<file path="config.mk">
export PLATFORM = sky130hd
export DESIGN_NAME = sram_like_bridge_flat
export DESIGN_NICKNAME = d
export VERILOG_FILES = /design/src/rtl/sram_like_bridge_if.sv /design/src/rtl/sram_like_bridge.sv /design/src/flat_wrapper.sv
export SDC_FILE = /design/constraint.sdc
export NUM_CORES = 1
export LEC_CHECK = 0
export CORE_ASPECT_RATIO = 2
export CORE_UTILIZATION = 27
export CTS_CLUSTER_SIZE = 10
export DETAILED_ROUTE_END_ITERATION = 10
export GPL_ROUTABILITY_DRIVEN = 0
export PLACE_DENSITY = 0.9
export SYNTH_ARGS = -nofsm -noshare
export SYNTH_HDL_FRONTEND = slang
export SYNTH_SLANG_ARGS = --single-unit
export TNS_END_PERCENT = 5
</file>
<file path="constraint.sdc">
create_clock -name clk -period 1.5 [get_ports clk]
set_input_delay 0.3 -clock clk [delete_from_list [all_inputs] [get_ports clk]]
set_output_delay 0.3 -clock clk [all_outputs]
set_load 0.03 [all_outputs]
</file>
<file path="src/rtl/sram_like_bridge_if.sv">
// CPU data-port and sram-like system-bus signal bundle for sram_like_bridge.
// master = bridge view, slave = CPU core / bus slave view.
interface sram_like_bridge_if;
  logic        cpu_en;
  logic [3:0]  cpu_wen;
  logic [31:0] cpu_addr;
  logic [31:0] cpu_wdata;
  logic        cpu_stall_other;
  logic [31:0] cpu_rdata;
  logic        cpu_stall;
  logic        bus_req;
  logic        bus_wr;
  logic [1:0]  bus_size;
  logic [31:0] bus_addr;
  logic [31:0] bus_wdata;
  logic        bus_addr_ok;
  logic        bus_data_ok;
  logic [31:0] bus_rdata;
  logic        bus_err;

  modport master (
    input  cpu_en, cpu_wen, cpu_addr, cpu_wdata, cpu_stall_other,
    output cpu_rdata, cpu_stall,
    output bus_req, bus_wr, bus_size, bus_addr, bus_wdata, bus_err,
    input  bus_addr_ok, bus_data_ok, bus_rdata
  );

  modport slave (
    output cpu_en, cpu_wen, cpu_addr, cpu_wdata, cpu_stall_other,
    input  cpu_rdata, cpu_stall,
    input  bus_req, bus_wr, bus_size, bus_addr, bus_wdata, bus_err,
    output bus_addr_ok, bus_data_ok, bus_rdata
  );
endinterface

</file>
<file path="src/rtl/sram_like_bridge.sv">
// CPU SRAM-style data port to sram-like bus bridge: one bus transaction per access, stall until data phase done.
// Optional fixed kseg0/kseg1 translation under `define ADDR_XLATE_EN.
module sram_like_bridge #(
  parameter int TIMEOUT = 0,
  parameter int CNT_W   = 16
) (
  input  logic               clk,
  input  logic               resetn,
  sram_like_bridge_if.master bus
);
  typedef enum logic [1:0] {IDLE, ADDR, DATA, DONE} state_e;

  localparam logic [CNT_W-1:0] TO = CNT_W'(TIMEOUT);

  state_e            state_q;
  logic              req_q;
  logic [31:0]       rdata_q;
  logic              err_q;
  logic [CNT_W-1:0]  cnt_q;
  logic [1:0]        size;

  always_ff @(posedge clk or negedge resetn) begin
    if (!resetn) begin
      state_q <= IDLE;
      req_q   <= 1'b0;
      rdata_q <= '0;
      err_q   <= 1'b0;
      cnt_q   <= '0;
    end else begin
      case (state_q)
        IDLE: if (bus.cpu_en) begin
          state_q <= ADDR;
          req_q   <= 1'b1;
          cnt_q   <= '0;
        end
        ADDR: if (bus.bus_addr_ok) begin
          state_q <= DATA;
          req_q   <= 1'b0;
        end
        DATA: if (bus.bus_data_ok) begin
          state_q <= DONE;
          rdata_q <= bus.bus_rdata;
        end
        DONE: if (!bus.cpu_stall_other) state_q <= IDLE;
        default: state_q <= IDLE;
      endcase
      // Watchdog saturates at TIMEOUT; the FSM is never forced out of ADDR/DATA.
      if (TIMEOUT > 0 && (state_q == ADDR || state_q == DATA) && cnt_q != TO) begin
        cnt_q <= cnt_q + 1'b1;
        if (cnt_q + 1'b1 == TO) err_q <= 1'b1;
      end
    end
  end

  always_comb begin
    size = 2'd2;
    case (bus.cpu_wen)
      4'b0001, 4'b0010, 4'b0100, 4'b1000: size = 2'd0;
      4'b0011, 4'b1100:                   size = 2'd1;
      default:                            size = 2'd2;
    endcase
  end

  assign bus.cpu_stall = bus.cpu_en & (state_q != DONE);
  assign bus.cpu_rdata = rdata_q;
  assign bus.bus_req   = req_q;
  assign bus.bus_err   = err_q;
  assign bus.bus_wr    = |bus.cpu_wen;
  assign bus.bus_size  = size;
  assign bus.bus_wdata = bus.cpu_wdata;
`ifdef ADDR_XLATE_EN
  assign bus.bus_addr  = (bus.cpu_addr[31:30] == 2'b10) ? {3'b000, bus.cpu_addr[28:0]} : bus.cpu_addr;
`else
  assign bus.bus_addr  = bus.cpu_addr;
`endif
endmodule
</file>
<file path="src/flat_wrapper.sv">
// flat-port wrapper written by rule: the top's interface ports become plain ports
module sram_like_bridge_flat 
#(
  parameter int TIMEOUT = 0,
  parameter int CNT_W   = 16
)
  (clk, resetn, bus_cpu_en, bus_cpu_wen, bus_cpu_addr, bus_cpu_wdata, bus_cpu_stall_other, bus_cpu_rdata, bus_cpu_stall, bus_bus_req, bus_bus_wr, bus_bus_size, bus_bus_addr, bus_bus_wdata, bus_bus_err, bus_bus_addr_ok, bus_bus_data_ok, bus_bus_rdata);
  sram_like_bridge_if bus_i ();
  input  logic clk;
  input  logic resetn;
  input wire logic [$bits(bus_i.cpu_en)-1:0] bus_cpu_en;
  input wire logic [$bits(bus_i.cpu_wen)-1:0] bus_cpu_wen;
  input wire logic [$bits(bus_i.cpu_addr)-1:0] bus_cpu_addr;
  input wire logic [$bits(bus_i.cpu_wdata)-1:0] bus_cpu_wdata;
  input wire logic [$bits(bus_i.cpu_stall_other)-1:0] bus_cpu_stall_other;
  output wire logic [$bits(bus_i.cpu_rdata)-1:0] bus_cpu_rdata;
  output wire logic [$bits(bus_i.cpu_stall)-1:0] bus_cpu_stall;
  output wire logic [$bits(bus_i.bus_req)-1:0] bus_bus_req;
  output wire logic [$bits(bus_i.bus_wr)-1:0] bus_bus_wr;
  output wire logic [$bits(bus_i.bus_size)-1:0] bus_bus_size;
  output wire logic [$bits(bus_i.bus_addr)-1:0] bus_bus_addr;
  output wire logic [$bits(bus_i.bus_wdata)-1:0] bus_bus_wdata;
  output wire logic [$bits(bus_i.bus_err)-1:0] bus_bus_err;
  input wire logic [$bits(bus_i.bus_addr_ok)-1:0] bus_bus_addr_ok;
  input wire logic [$bits(bus_i.bus_data_ok)-1:0] bus_bus_data_ok;
  input wire logic [$bits(bus_i.bus_rdata)-1:0] bus_bus_rdata;
  assign bus_i.cpu_en = bus_cpu_en;
  assign bus_i.cpu_wen = bus_cpu_wen;
  assign bus_i.cpu_addr = bus_cpu_addr;
  assign bus_i.cpu_wdata = bus_cpu_wdata;
  assign bus_i.cpu_stall_other = bus_cpu_stall_other;
  assign bus_cpu_rdata = bus_i.cpu_rdata;
  assign bus_cpu_stall = bus_i.cpu_stall;
  assign bus_bus_req = bus_i.bus_req;
  assign bus_bus_wr = bus_i.bus_wr;
  assign bus_bus_size = bus_i.bus_size;
  assign bus_bus_addr = bus_i.bus_addr;
  assign bus_bus_wdata = bus_i.bus_wdata;
  assign bus_bus_err = bus_i.bus_err;
  assign bus_i.bus_addr_ok = bus_bus_addr_ok;
  assign bus_i.bus_data_ok = bus_bus_data_ok;
  assign bus_i.bus_rdata = bus_bus_rdata;
  sram_like_bridge #(.TIMEOUT(TIMEOUT), .CNT_W(CNT_W)) u_core (.clk(clk), .resetn(resetn), .bus(bus_i));
endmodule
</file>
# --- Word level (Yosys, flattened, before mapping) ---
# Index checks and enable logic that the tools add are counted.
classes:
  eq_ne: 14
  mux: 9
  bitwise: 1
  n_reduce_logical: 8
ops:
  columns: ["op", "count"]
  rows:
  - ["$ne A2 B2 Y1 const B", 5]
  - ["$eq A4 B2 Y1 const B", 2]
  - ["$eq A4 B4 Y1 const B", 2]
  - ["$mux W2", 4]
  - ["$pmux W2 S4", 1]
  - ["$reduce_or A4 Y1", 2]
  - ["$eq A2 B2 Y1 const B", 2]
  - ["$eq A4 B1 Y1 const B", 1]
  - ["$eq A4 B3 Y1 const B", 1]
  - ["$pmux W2 S2", 1]
  - ["$reduce_and A4 Y1", 1]
  - ["$reduce_and A3 Y1", 1]
  - ["$eq A2 B1 Y1 const B", 1]
  - ["$logic_not A2 Y1", 1]
  - ["$mux W1", 2]
  - ["$pmux W1 S2", 1]
  - ["$reduce_and A2 Y1", 1]
  - ["$reduce_bool A2 Y1", 1]
  - ["$reduce_or A2 Y1", 1]
  - ["$and A1 B1 Y1", 1]
totals:
  regBits: 35
  input_bits: 106
  output_inout_bits: 102
  wordCells: 35

# --- Longest topological paths before layout ---
depth:
  word_depth: 3
  ltp_mapped: 5
  depth_no_buf: 5

# --- Worst setup path after synthesis ---
# Ideal clock, no wire load.
synth_path:
  path_type: "flip-flop to flip-flop"
  start: "register u_core.state_q[0]"
  end: "register u_core.state_q[1]"
  setup_ps: 128
  t_arrival_ps: 1319
  required_ps: 1372
  setup_slack_ps: 54
  path_stages_with_launch: 6
  n_path_buf: 0
  period_less_slack_ps: 1446
  path_cell_list: "dfrtp_1 inv_1 ha_1 inv_1 o2111ai_2 mux2_1"
synth_via:
  elab_chain_cells: 3
  word_cells_on_any_way: 10
  classes_between: "eq/ne: 7; mux: 1; reduce/logical: 2"
synth_lines:
  columns: ["item", "line_no", "text"]
  rows:
  - ["start: declaration", "sram_like_bridge.sv:15", "state_e state_q;"]
  - ["start signal: assignment", "sram_like_bridge.sv:24", "state_q <= IDLE;"]
  - ["start signal: assignment", "sram_like_bridge.sv:32", "state_q <= ADDR;"]
  - ["start signal: assignment", "sram_like_bridge.sv:37", "state_q <= DATA;"]
  - ["$eq A2 B2 Y1, or another cell as far along", "sram_like_bridge.sv:30", "case (state_q)"]
  - ["$ne A2 B2 Y1 (no source line)", null, null]
  - ["$reduce_and A4 Y1 (no source line)", null, null]
# Parallel ways exist; a longest one is shown, timed or not.
# A chain may end at the register's enable or synchronous reset.

# --- Worst setup path after layout ---
layout_path:
  start: "register u_core.state_q[0]"
  end: "output port bus_cpu_stall"
layout_via:
  elab_chain_cells: 2
layout_lines:
  columns: ["item", "line_no", "text"]
  rows:
  - ["$ne A2 B2 Y1", "sram_like_bridge.sv:64", "assign bus.cpu_stall = bus.cpu_en & (state_q != DONE);"]
  - ["$and A1 B1 Y1", "sram_like_bridge.sv:64", null]
  - ["end: declaration", "flat_wrapper.sv:17", "output wire logic [$bits(bus_i.cpu_stall)-1:0] bus_cpu_stall;"]
# Every way passes these cells.

==> impl_results.md <==
* Pin count of the biggest net entering global routing at 20
* Syn Area/Cell at 12.9 µm²
* Area leader, netlist: dfrtp_1
* CP Data Arrival Time at between 1 and 1.5 ns
* Post-synth top flop: dfrtp_1
* Total CTS buffers at 5
* CP Capture Type: output port
* Flip-flop and latch count after synthesis at 35
* Final Power at roughly 6 mW
* Initial Utilization at between 20% and 30%
* Unrepaired setup endpoints after global routing: true
* F_max at between 0.6 and 0.7 GHz
* Yosys Warn Count at 1
* Diodes inserted at 0
* First-pass iteration count of the detailed router at 3
* H-tree depth at 2
* Antenna-violating nets left at 0
* Crit Path Class: flip-flop to output port
* Clock Tree Buf Depth at 2
* WP data required at between 1 and 1.5 ns
* Total track usage at 12.2%
* Syn_nets at 273
* Layout cells sized above 1 at about 31%
* Area Overhead vs Synth at 27.4%
* Vias/cell at 4.14
* First-pass GRT wire length at roughly 7000 µm
* Skew final at 0.00332 ns
* Post-synthesis cell count at approximately 160
* Register area share after synthesis at a little over two fifths
* CP Launch Type: flip-flop
* Clk root buf: clkbuf_16
* Initial antenna violation count at 0
* Number of global-route vias before repair at approximately 1300
* Core Rows at 45
* Status: finished, violations left
* Placed insts at between 200 and 300
* Post-DP HPWL at 3700 µm
* Port Buffer Count at 78
* Most frequent cell after synthesis: buf_4
* Post-Route Setup TNS at -0.00499 ns
* Synth area leaders: dfrtp_1 42%, buf_4 23%, mux2_4 22%, ha_1 3.0%, buf_12 2.9%
* Synth top area share at approximately two fifths
* CTS tree: built
* Core Region at 7540 µm²
* Leading cell types by count after synthesis: 65 x buf_4, 35 x dfrtp_1, 30 x mux2_4
* Hold Crit Class: primary input to async pin
* Maximum VDD drop at between 0.0008 and 0.0009 V
* LEAKAGE at ~1.3 nW
* Final Max Tran Viols at 0
* Worst Path Max Fanout at 2
* Clk Latency, worst-skew pair at about 0.28 ns
* Synth unique cells at 19
* Endpoints failing setup at 1
* Post-route DRC at 0
* I/O pin count at ~210
* CTS sink cnt at 35
* PwrDens at between 2000 and 2500 nW/µm²
* Hold_ws at between 0.4 and 0.5 ns
* Final setup margin at -0.00499 ns
* Via count at roughly 1200
* Mapped Area at about 2100 µm²
* Post-layout min period at 1.50 ns
* Failing checks: setup timing
* Synth async-reset ratio at 100%
* Initial DRC count at 12
* WL/cell at between 15 and 20 µm
* Die area at around 8100 µm²
* CTS clock-pin slew for the worst setup and hold paths at around 0.060 ns
* Fin crit share at 100%
* Finished Layout Cells at 280
* Final hold violation count at 0
* Total gr overflow at 0
* Fin util at between 30% and 40%
* Die Y at ~130 µm
* Postcts setup bufs at 0
* Post-synth EDFFs at 0
* Die width at roughly 64 µm
* # nets final at a little under 300
* Maxcap violations at 0
* Total wire length at around 4800 µm
## worst max-delay path, cell delays in order, from the launching register on
cell and delay, ns:
dfrtp_1 0.39, buf_6 0.13, ha_4 0.15, nor2b_1 0.10
buf_4 0.16
## placed cells by master, fill, tap and decap left out, drive strengths merged
cell type | synthesis | layout
clkdlybuf4s50 | 0 | 36
dfrtp | 35 | 35
dlygate4sd2 | 0 | 33
mux2 | 33 | 33
buf | 68 | 10
clkbuf | 0 | 5
ha | 5 | 5
dlymetal6s2s | 0 | 4
nand2 | 4 | 4
inv | 3 | 3
nor2 | 3 | 3
nand3 | 2 | 2
nand2b | 2 | 2
a31oi | 2 | 2
clkinvlp | 0 | 2
xnor2 | 1 | 1
nor2b | 1 | 1
o2111ai | 1 | 1
mux2i | 1 | 1
conb | 1 | 1
clkinv | 0 | 1
dlygate4sd3 | 0 | 1
## metal layers
| metal | global-route usage, % | up-vias | wire, µm |
|---|---|---|---|
| li1 | - | 506 | - |
| met1 | 10.5 | 512 | 1450 |
| met2 | 18.4 | 71 | 2130 |
| met3 | 2.79 | 70 | 475 |
| met4 | 19.2 | 0 | 762 |
| met5 | 0 | - | 0 |
## flip-flops by register name, summed over array words and instances (netlist names)
name and flops:
u_core.bus.cpu_rdata 32, u_core.state_q 2, u_core.bus.bus_req 1
## cell type report
type | instances | area, µm²
tap | 94 | 118
multi-input combinational | 56 | 689
sequential | 35 | 877
fill | 762 | 4880
timing repair buffer | 84 | 827
inverter | 3 | 11.3
clock buffer | 5 | 125
clock inverter | 3 | 20.0
## power breakdown
group          switching [mW]  leakage, nW  internal, mW
logic                    1.64        0.833          1.49
registers               0.290        0.413          1.44
clock network           0.404       0.0658         0.611
## metrics by stage
stage               area, µm²  setup slack (ns)
global route             2670           -0.0687
CTS                      2640           -0.0584
detailed placement       2500            -0.109
finish                   2670          -0.00499
global placement         2500           -0.0616
floorplan                2090            0.0537
## what timing repair did
action	4_1_cts	5_1_grt
pin swaps	0	4
hold endpoints to repair	16	0
gates resized for setup	38	8
setup endpoints to repair	45	13
hold buffers	1	0
## logic make-up after synthesis
kind of cell | share of synthesized area, %
muxes | 23.6
AOI/OAI and AO/OA | 1.31
and+or+nand+nor | 2.99
xor gates and xnor gates | 0.418
buffers and inverters | 26.7
DFF | 41.8
other | 0.179
adders and majority gates | 2.99
## path summary, 6_finish.rpt
| path | from | end | slack (ns) | cells after the start |
|---|---|---|---|---|
| worst max-delay path | u_core.state_q[0] | bus_cpu_stall | -0.005 | 4 |
| worst min-delay path | resetn | u_core.bus.cpu_rdata[2] | 0.49 | 2 |
| worst max register to register | u_core.state_q[0] | u_core.state_q[1] | 0.03 | 5 |
| worst min register to register | u_core.bus.cpu_rdata[23] | u_core.bus.cpu_rdata[23] | 0.50 | 1 |
| max in group asynchronous | resetn | u_core.bus.cpu_rdata[22] | 0.57 | 3 |
| min in group clk | u_core.bus.cpu_rdata[23] | u_core.bus.cpu_rdata[23] | 0.50 | 1 |
Note: power is estimated with default switching activity, not from simulation.
